### src/rtl/iter_sort_pkg.sv
// Shared types and constants for the iterative odd-even transposition sorter.
package iter_sort_pkg;

    typedef enum logic [1:0] {
        IDLE = 2'd0,
        SORT = 2'd1,
        DONE = 2'd2
    } state_t;

    localparam logic ASCEND  = 1'b0;
    localparam logic DESCEND = 1'b1;

endpackage

### src/rtl/cmp_swap_unit.sv
// Combinational compare-exchange cell: out_lo is the value that belongs at the lower index.
module cmp_swap_unit
    import iter_sort_pkg::*;
#(
    parameter int p_nbits = 8
) (
    input  logic [p_nbits-1:0] in0,
    input  logic [p_nbits-1:0] in1,
    input  logic               mode,
    output logic [p_nbits-1:0] out_lo,
    output logic [p_nbits-1:0] out_hi
);

    logic swap;

    // Strict compares so equal values never move.
    always_comb begin
        if (mode == DESCEND) begin
            swap = (in0 < in1);
        end else begin
            swap = (in0 > in1);
        end
        out_lo = swap ? in1 : in0;
        out_hi = swap ? in0 : in1;
    end

endmodule

### src/rtl/iter_sort_unit.sv
// Iterative sorter: one odd-even transposition phase per cycle, p_nelems phases per message.
module iter_sort_unit
    import iter_sort_pkg::*;
#(
    parameter int p_nbits  = 8,
    parameter int p_nelems = 4
) (
    input  logic                        clk,
    input  logic                        reset,
    input  logic                        in_val,
    output logic                        in_rdy,
    input  logic [p_nelems*p_nbits-1:0] in_msg,
    input  logic                        in_mode,
    output logic                        out_val,
    input  logic                        out_rdy,
    output logic [p_nelems*p_nbits-1:0] out_msg
);

    localparam int c_cnt_w = (p_nelems > 2) ? $clog2(p_nelems) : 1;

    state_t               state;
    state_t               state_nxt;
    logic                 accept;
    logic                 mode_q;
    logic [c_cnt_w-1:0]   phase;
    logic [p_nbits-1:0]   elems    [p_nelems];
    logic [p_nbits-1:0]   even_res [p_nelems];
    logic [p_nbits-1:0]   odd_res  [p_nelems];

    for (genvar g = 0; g < p_nelems / 2; g++) begin : g_even
        cmp_swap_unit #(.p_nbits(p_nbits)) u_cs (
            .in0    (elems[2*g]),
            .in1    (elems[2*g+1]),
            .mode   (mode_q),
            .out_lo (even_res[2*g]),
            .out_hi (even_res[2*g+1])
        );
    end

    for (genvar g = 0; g < p_nelems / 2 - 1; g++) begin : g_odd
        cmp_swap_unit #(.p_nbits(p_nbits)) u_cs (
            .in0    (elems[2*g+1]),
            .in1    (elems[2*g+2]),
            .mode   (mode_q),
            .out_lo (odd_res[2*g+1]),
            .out_hi (odd_res[2*g+2])
        );
    end

    // End elements have no partner in an odd phase.
    assign odd_res[0]          = elems[0];
    assign odd_res[p_nelems-1] = elems[p_nelems-1];

    for (genvar g = 0; g < p_nelems; g++) begin : g_out
        assign out_msg[g*p_nbits +: p_nbits] = elems[g];
    end

    always_comb begin
        state_nxt = state;
        in_rdy    = 1'b0;
        out_val   = 1'b0;
        accept    = 1'b0;
        case (state)
            IDLE: begin
                in_rdy = 1'b1;
                if (in_val) begin
                    accept    = 1'b1;
                    state_nxt = SORT;
                end
            end
            SORT: begin
                if (phase == c_cnt_w'(p_nelems - 1)) begin
                    state_nxt = DONE;
                end
            end
            DONE: begin
                out_val = 1'b1;
                if (out_rdy) begin
                    state_nxt = IDLE;
                end
            end
            default: state_nxt = IDLE;
        endcase
    end

    always_ff @(posedge clk or posedge reset) begin
        if (reset) begin
            state  <= IDLE;
            mode_q <= ASCEND;
            phase  <= '0;
            for (int i = 0; i < p_nelems; i++) begin
                elems[i] <= '0;
            end
        end else begin
            state <= state_nxt;
            if (accept) begin
                mode_q <= in_mode;
                phase  <= '0;
                for (int i = 0; i < p_nelems; i++) begin
                    elems[i] <= in_msg[i*p_nbits +: p_nbits];
                end
            end else if (state == SORT) begin
                phase <= phase + 1'b1;
                for (int i = 0; i < p_nelems; i++) begin
                    elems[i] <= phase[0] ? odd_res[i] : even_res[i];
                end
            end
        end
    end

endmodule

### config.mk
export PLATFORM = sky130hd
export DESIGN_NAME = iter_sort_unit
export DESIGN_NICKNAME = d
export VERILOG_FILES = /design/src/rtl/iter_sort_pkg.sv /design/src/rtl/cmp_swap_unit.sv /design/src/rtl/iter_sort_unit.sv
export SDC_FILE = /design/constraint.sdc
export NUM_CORES = 1
export LEC_CHECK = 0
export ABC_AREA = 1
export CAP_MARGIN = 20
export CELL_PAD_IN_SITES_DETAIL_PLACEMENT = 2
export CELL_PAD_IN_SITES_GLOBAL_PLACEMENT = 2
export CORE_ASPECT_RATIO = 1.1
export CORE_MARGIN = 5
export CORE_UTILIZATION = 29
export CTS_CLUSTER_SIZE = 30
export DETAILED_ROUTE_END_ITERATION = 10
export GPL_TIMING_DRIVEN = 0
export PLACE_DENSITY_LB_ADDON = 0.1
export SYNTH_ARGS = -nofsm -noshare
export SYNTH_HDL_FRONTEND = slang
export SYNTH_SLANG_ARGS = --single-unit
### constraint.sdc
create_clock -name clk -period 5.2 [get_ports clk]
set_input_delay 1.56 -clock clk [delete_from_list [all_inputs] [get_ports clk]]
set_output_delay 1.56 -clock clk [all_outputs]
set_load 0.05 [all_outputs]
==> results.cfg, run 1 <==
[run_status]
outcome = complete, no violations

[final_layout]
register_area_um2 = 925.9
finalInstanceArea_um2 = 3625
syn_to_final_growth_pct = 37.04
n_fill_cell = 1043
multiInputGateArea_um2 = 1488
stdcell_count = 554
layout-drive-gt1-share = 0.08409
utilization = 0.4085
fin_nets = 501
antenna_cells = 0

[yosys]
synth_top_area_share = 0.3500
synth_adder_area_share = 0.1183
yosys_register_bits = 37
netlist_top_cells_area = dfrtp_1 35%, nand2_1 21%, ha_1 12%, inv_1 5.4%, nand3_1 4.9%
ys_seq_area_frac = 0.3500
synth-async-reset-ratio = 1.000
postSynthAreaPerCell_um2 = 7.327
synth_top_family_by_area = simple AND/OR/NAND/NOR gates
syn_nets = 423
yosys.area_share.xor_xnor = 0
synth_top_area_cell = dfrtp_1
synthCells = 361
ys.flop_type = dfrtp_1
synth_mux_area_frac = 0
synth_compound_area_frac = 0.1235
ys_types = 28
synth_edf_count = 0
yosys.area_share.simple = 0.3207
yosys_warnings = 0
syn_area_um2 = 2645

[clocking]
cts-resized-gates = 0
cts_sinks = 37
path_clk_slew_ns = 0.08
postCtsSetupBuffers = 0
cts-hold-fix-buffers = 0
clockBufferDepth = 2
cts_tree = yes
cts-root-buf = clkbuf_8
htreeDepth = 2
cts_buffers = 5
clk_latency_ns = 0.30

[sta]
hold_ws_ns = 0.5247
relSlewSlack = 0.6585
hold_violations = 0
slew_viol_final = 0
final-setup-viol-count = 0
setup-tns-final_ns = 0
finalCriticalPeriod_ns = 3.278
finClkSkew_ns = 0.009094
setup_ws_ns = 1.922
worstMarginPinSlew_ns = 0.5107
fmax_mhz = 305.1
rsz0062_at_grt = false
fin_crit_sh = 0.6303

[setup_path]
worstSetupEndpointType = output pin
required_ns = 3.64
arrival_ns = 1.72
regToRegSetupSlack_ns = 3.10
r2r-end = out_msg[9]
reg2reg_from = out_msg[13]
crit_type = register to output pin
startpoint_type = register
r2r_cells = 11
cp_max_fo = 4

[job]
cap_violations = 0

[grt]
grt_overflow_total = 0
grt_usage = 0.1915
first_global_vias = 3082
grt_pass1_wl_mm = 16.39
antenna_found_initial = 0
grt_max_degree = 27

[detailed_routing]
via_per_inst = 4.969
wirelength_mm = 10.04
dr.pass1.iters = 4
post_drt_wl_per_cell_um = 18.12
dr.first_iter.drc_count = 46
ant_nets = 0
vias = 2753
drc = 0

[hold_path]
hold_path_depth = 1
hold_end = phase[1]
min-delay-start = phase[1]
hp-class = register to register

[die]
die_h_um = 110.2
initial_core_util = 0.2981
rows = 36
core_um2 = 8874
die_area_um2 = 11130
die_w_um = 101.1
io_pins = 71

[placement]
dp_slack_ns = 2.076
hpwl_mm = 8.015
place_inst = 546
portBuffers = 70
routabilityCongestion = 0.7612
placedInstanceArea_um2 = 3508

[pwr]
power_mw = 2.808
p_per_area_nw_per_um2 = 774.6
peakVddDrop_uv = 242.4
leakagePower_nw = 1.775
layout by cell type (no fill, tap or decap):
master | Yosys | routed
a21o_1 | 1 | 1
a21oi_1 | 8 | 8
a22o_1 | 1 | 1
buf_12 | 0 | 1
buf_2 | 5 | 5
buf_4 | 1 | 1
buf_6 | 3 | 3
bufinv_16 | 0 | 1
clkbuf_1 | 0 | 1
clkbuf_8 | 0 | 6
clkdlybuf4s50_1 | 0 | 70
dfrtp_1 | 37 | 37
ha_1 | 25 | 25
inv_1 | 38 | 37
inv_2 | 6 | 7
nand2_1 | 148 | 148
nand2_2 | 6 | 6
nand2_4 | 1 | 1
nand2_8 | 1 | 1
nand3_1 | 26 | 26
nand3_2 | 1 | 1
nand3_4 | 1 | 1
nand4_1 | 3 | 3
nor2_1 | 5 | 5
nor2_2 | 1 | 1
nor2_4 | 2 | 2
o211ai_1 | 6 | 6
o21a_1 | 2 | 2
o21ai_0 | 12 | 12
o21ai_1 | 8 | 8
o21bai_1 | 2 | 2
o221ai_1 | 10 | 10
o31ai_1 | 1 | 1
power by group:
part / total (mW) / switching (mW) / internal (mW)
clock: 0.271 / 0.114 / 0.157
sequential: 0.538 / 0.127 / 0.411
combinational: 2.00 / 1.35 / 0.644
kinds of logic (layout without fill, tap and decap cells):
kind of cell               Yosys count  after routing
and+or+nand+nor                    195            195
buffers and inverters               53            132
AOI/OAI and AO/OA                   51             51
DFF                                 37             37
adders and majority gates           25             25
critical path, cell delays in order (launching register included):
cell	delay [ns]
dfrtp_1	0.44
nor2_4	0.16
clkdlybuf4s50_1	0.82
Yosys cell counts, types with 5 or more instances:
master	n
dfrtp_1	37
nand3_1	26
o211ai_1	6
nand2_1	148
o221ai_1	10
inv_1	38
buf_2	5
nor2_1	5
o21ai_0	12
a21oi_1	8
inv_2	6
nand2_2	6
ha_1	25
o21ai_1	8
flip-flops by register name, indices dropped and copies added, names as in the netlist:
register	flops
out_msg	32
state	2
mode_q	1
phase	2
how the worst max path moves through the flow:
stage                        start          end  slack [ns]
after floorplan           state[1]      out_val        2.55
final                     state[0]       in_rdy        1.92
after detailed placement    in_val  out_msg[14]        2.08
after global routing      state[0]       in_rdy        1.87
after CTS                 state[0]       in_rdy        1.91
after global placement       reset  out_msg[30]        1.73
cell type report:
class	count	share of cell area
Multi-Input combinational cell	271	0.4104
Sequential cell	37	0.2554
Timing Repair Buffer	71	0.1988
Inverter	44	0.04556
Tap cell	114	0.03935
Clock buffer	7	0.02382
Buffer	9	0.01829
Clock inverter	1	0.008284
metal layers:
metal | up-vias | global-route usage | part of all wire | wire length, um
met4 | 0 | 0.03134 | 0.0074 | 74
met2 | 40 | 0.3397 | 0.50 | 5058
met3 | 6 | 0.02517 | 0.027 | 272
li1 | 1341 | - | - | -
met5 | - | 0 | 0 | 0
met1 | 1366 | 0.2518 | 0.46 | 4633
(Power assumes the default switching activity.)
==> run 2, diff against run 1 <==
CORE_UTILIZATION = 24   (was 29)
clock period = 3 ns   (was 5.2 ns; I/O delays follow)
==> results.cfg, run 2 (synthesis gave the netlist of run 1 again) <==
[die]
io_pins = 71
core_um2 = 10860
die_h_um = 120.1
die_w_um = 110.1
initial_core_util = 0.2435
die_area_um2 = 13220
rows = 40

[setup_path]
arrival_ns = 1.69
reg2reg_from = out_msg[15]
worstSetupEndpointType = output pin
r2r-end = out_msg[9]
regToRegSetupSlack_ns = 0.92
crit_type = register to output pin
startpoint_type = register
cp_max_fo = 4
setup.worst_path.start = state[0]
r2r_cells = 11
required_ns = 2.10

[sta]
finalCriticalPeriod_ns = 2.589
finClkSkew_ns = 0.003981
relSlewSlack = 0.6562
worstMarginPinSlew_ns = 0.5142
hold_violations = 0
fmax_mhz = 386.2
slew_viol_final = 0
rsz0062_at_grt = false
fin_crit_sh = 0.8630
final-setup-viol-count = 0
setup-tns-final_ns = 0

[final_layout]
stdcell_count = 586
final_common_cell = nand2_1
antenna_cells = 0
largest_reg_flops = 32
final_cell_mix = 148 x nand2_1, 70 x clkdlybuf4s50_1, 37 x inv_1, 37 x dfrtp_1, 26 x nand3_1
fin_nets = 501
syn_to_final_growth_pct = 39.59
layout-drive-gt1-share = 0.08200

[placement]
portBuffers = 70
routabilityCongestion = 0.7747
hpwl_mm = 8.449
place_inst = 579

[grt]
grt_pass1_wl_mm = 17.00
first_global_vias = 3108
grt_usage = 0.1689
grt_overflow_total = 0
grt_max_degree = 30
antenna_found_initial = 0

[clocking]
cts-root-buf = clkbuf_16
cts_tree = yes
clockBufferDepth = 2
htreeDepth = 2
clk_latency_ns = 0.28
postCtsSetupBuffers = 0
path_clk_slew_ns = 0.06
cts-resized-gates = 0
cts_sinks = 37
cts-hold-fix-buffers = 0
cts_buffers = 5

[run_status]
outcome = complete, no violations

[pwr]
p_per_area_nw_per_um2 = 1340
leakagePower_nw = 1.787
peakVddDrop_uv = 360.6

[detailed_routing]
via_per_inst = 4.715
dr.pass1.iters = 4
post_drt_wl_per_cell_um = 17.95
ant_nets = 0
wl_met2_mm = 5.433
dr.first_iter.drc_count = 28
wl_met3_um = 330
routed.top_layer = met4
drc = 0
wl_met1_mm = 4.686
wirelength_mm = 10.52
vias = 2763

[hold_path]
hp-class = register to register
hold_end = phase[1]
hold_path_depth = 1
min-delay-start = phase[1]

[job]
cap_violations = 0
## run 2: cell type report
| type | instances | area [um2] |
|---|---|---|
| well taps | 147 | 183.9 |
| inverters | 44 | 165.2 |
| flip-flops and latches | 37 | 925.9 |
| fillers | 1310 | 7168 |
| multi-input cells | 271 | 1488 |
| plain buffers | 9 | 66.31 |
| clock buffers | 7 | 142.6 |
| repair buffers | 71 | 720.7 |
## run 2: metal layers
metal | track usage | up-vias
li1 | - | 1334
met1 | 0.2169 | 1376
met2 | 0.3012 | 49
met3 | 0.02367 | 4
met4 | 0.02771 | 0
met5 | 0 | -
## run 2: how the worst max path moves through the flow
| stage | cells past startpoint | slack (ns) | endpoint |
|---|---|---|---|
| 5_1_grt | 2 | 0.34 | in_rdy |
| 3_3_place_gp | 2 | 0.13 | out_msg[7] |
| 4_1_cts | 2 | 0.40 | in_rdy |
| 2_1_floorplan | 10 | 1.00 | out_msg[10] |
| 3_5_place_dp | 7 | 0.56 | out_msg[20] |
| 6_report | 2 | 0.41 | in_rdy |
## run 2: per-stage QoR
step,instance area (um2),power [mW],hold slack (ns),setup WS (ns),util
6_report,3692,4.949,0.5306,0.4110,0.3400
5_1_grt,3692,5.405,0.5466,0.3419,0.3400
4_1_cts,3692,5.050,0.5322,0.3961,0.3400
3_5_place_dp,3550,4.469,0.5139,0.5595,0.3268
3_3_place_gp,3530,4.347,0.4892,0.1260,0.3250
2_1_floorplan,2645,3.270,0.4698,1.001,-
## run 2: worst max-delay path, cell delays in order (launching register included)
cell             delay (ns)
dfrtp_1                0.44
nor2_4                 0.16
clkdlybuf4s50_1        0.81
## run 2: power breakdown
part | leakage, nW | total [mW] | internal (mW) | switching [mW]
logic | 1.24 | 3.47 | 1.12 | 2.36
registers | 0.478 | 0.929 | 0.714 | 0.215
clock network | 0.0700 | 0.546 | 0.327 | 0.219
total | 1.79 | 4.95 | 2.16 | 2.79
==> run 3, diff against run 2 <==
CAP_MARGIN = default   (was 20)
==> results of run 3 <==
No change in the layout: final DEF, timing and power equal those of run 2.
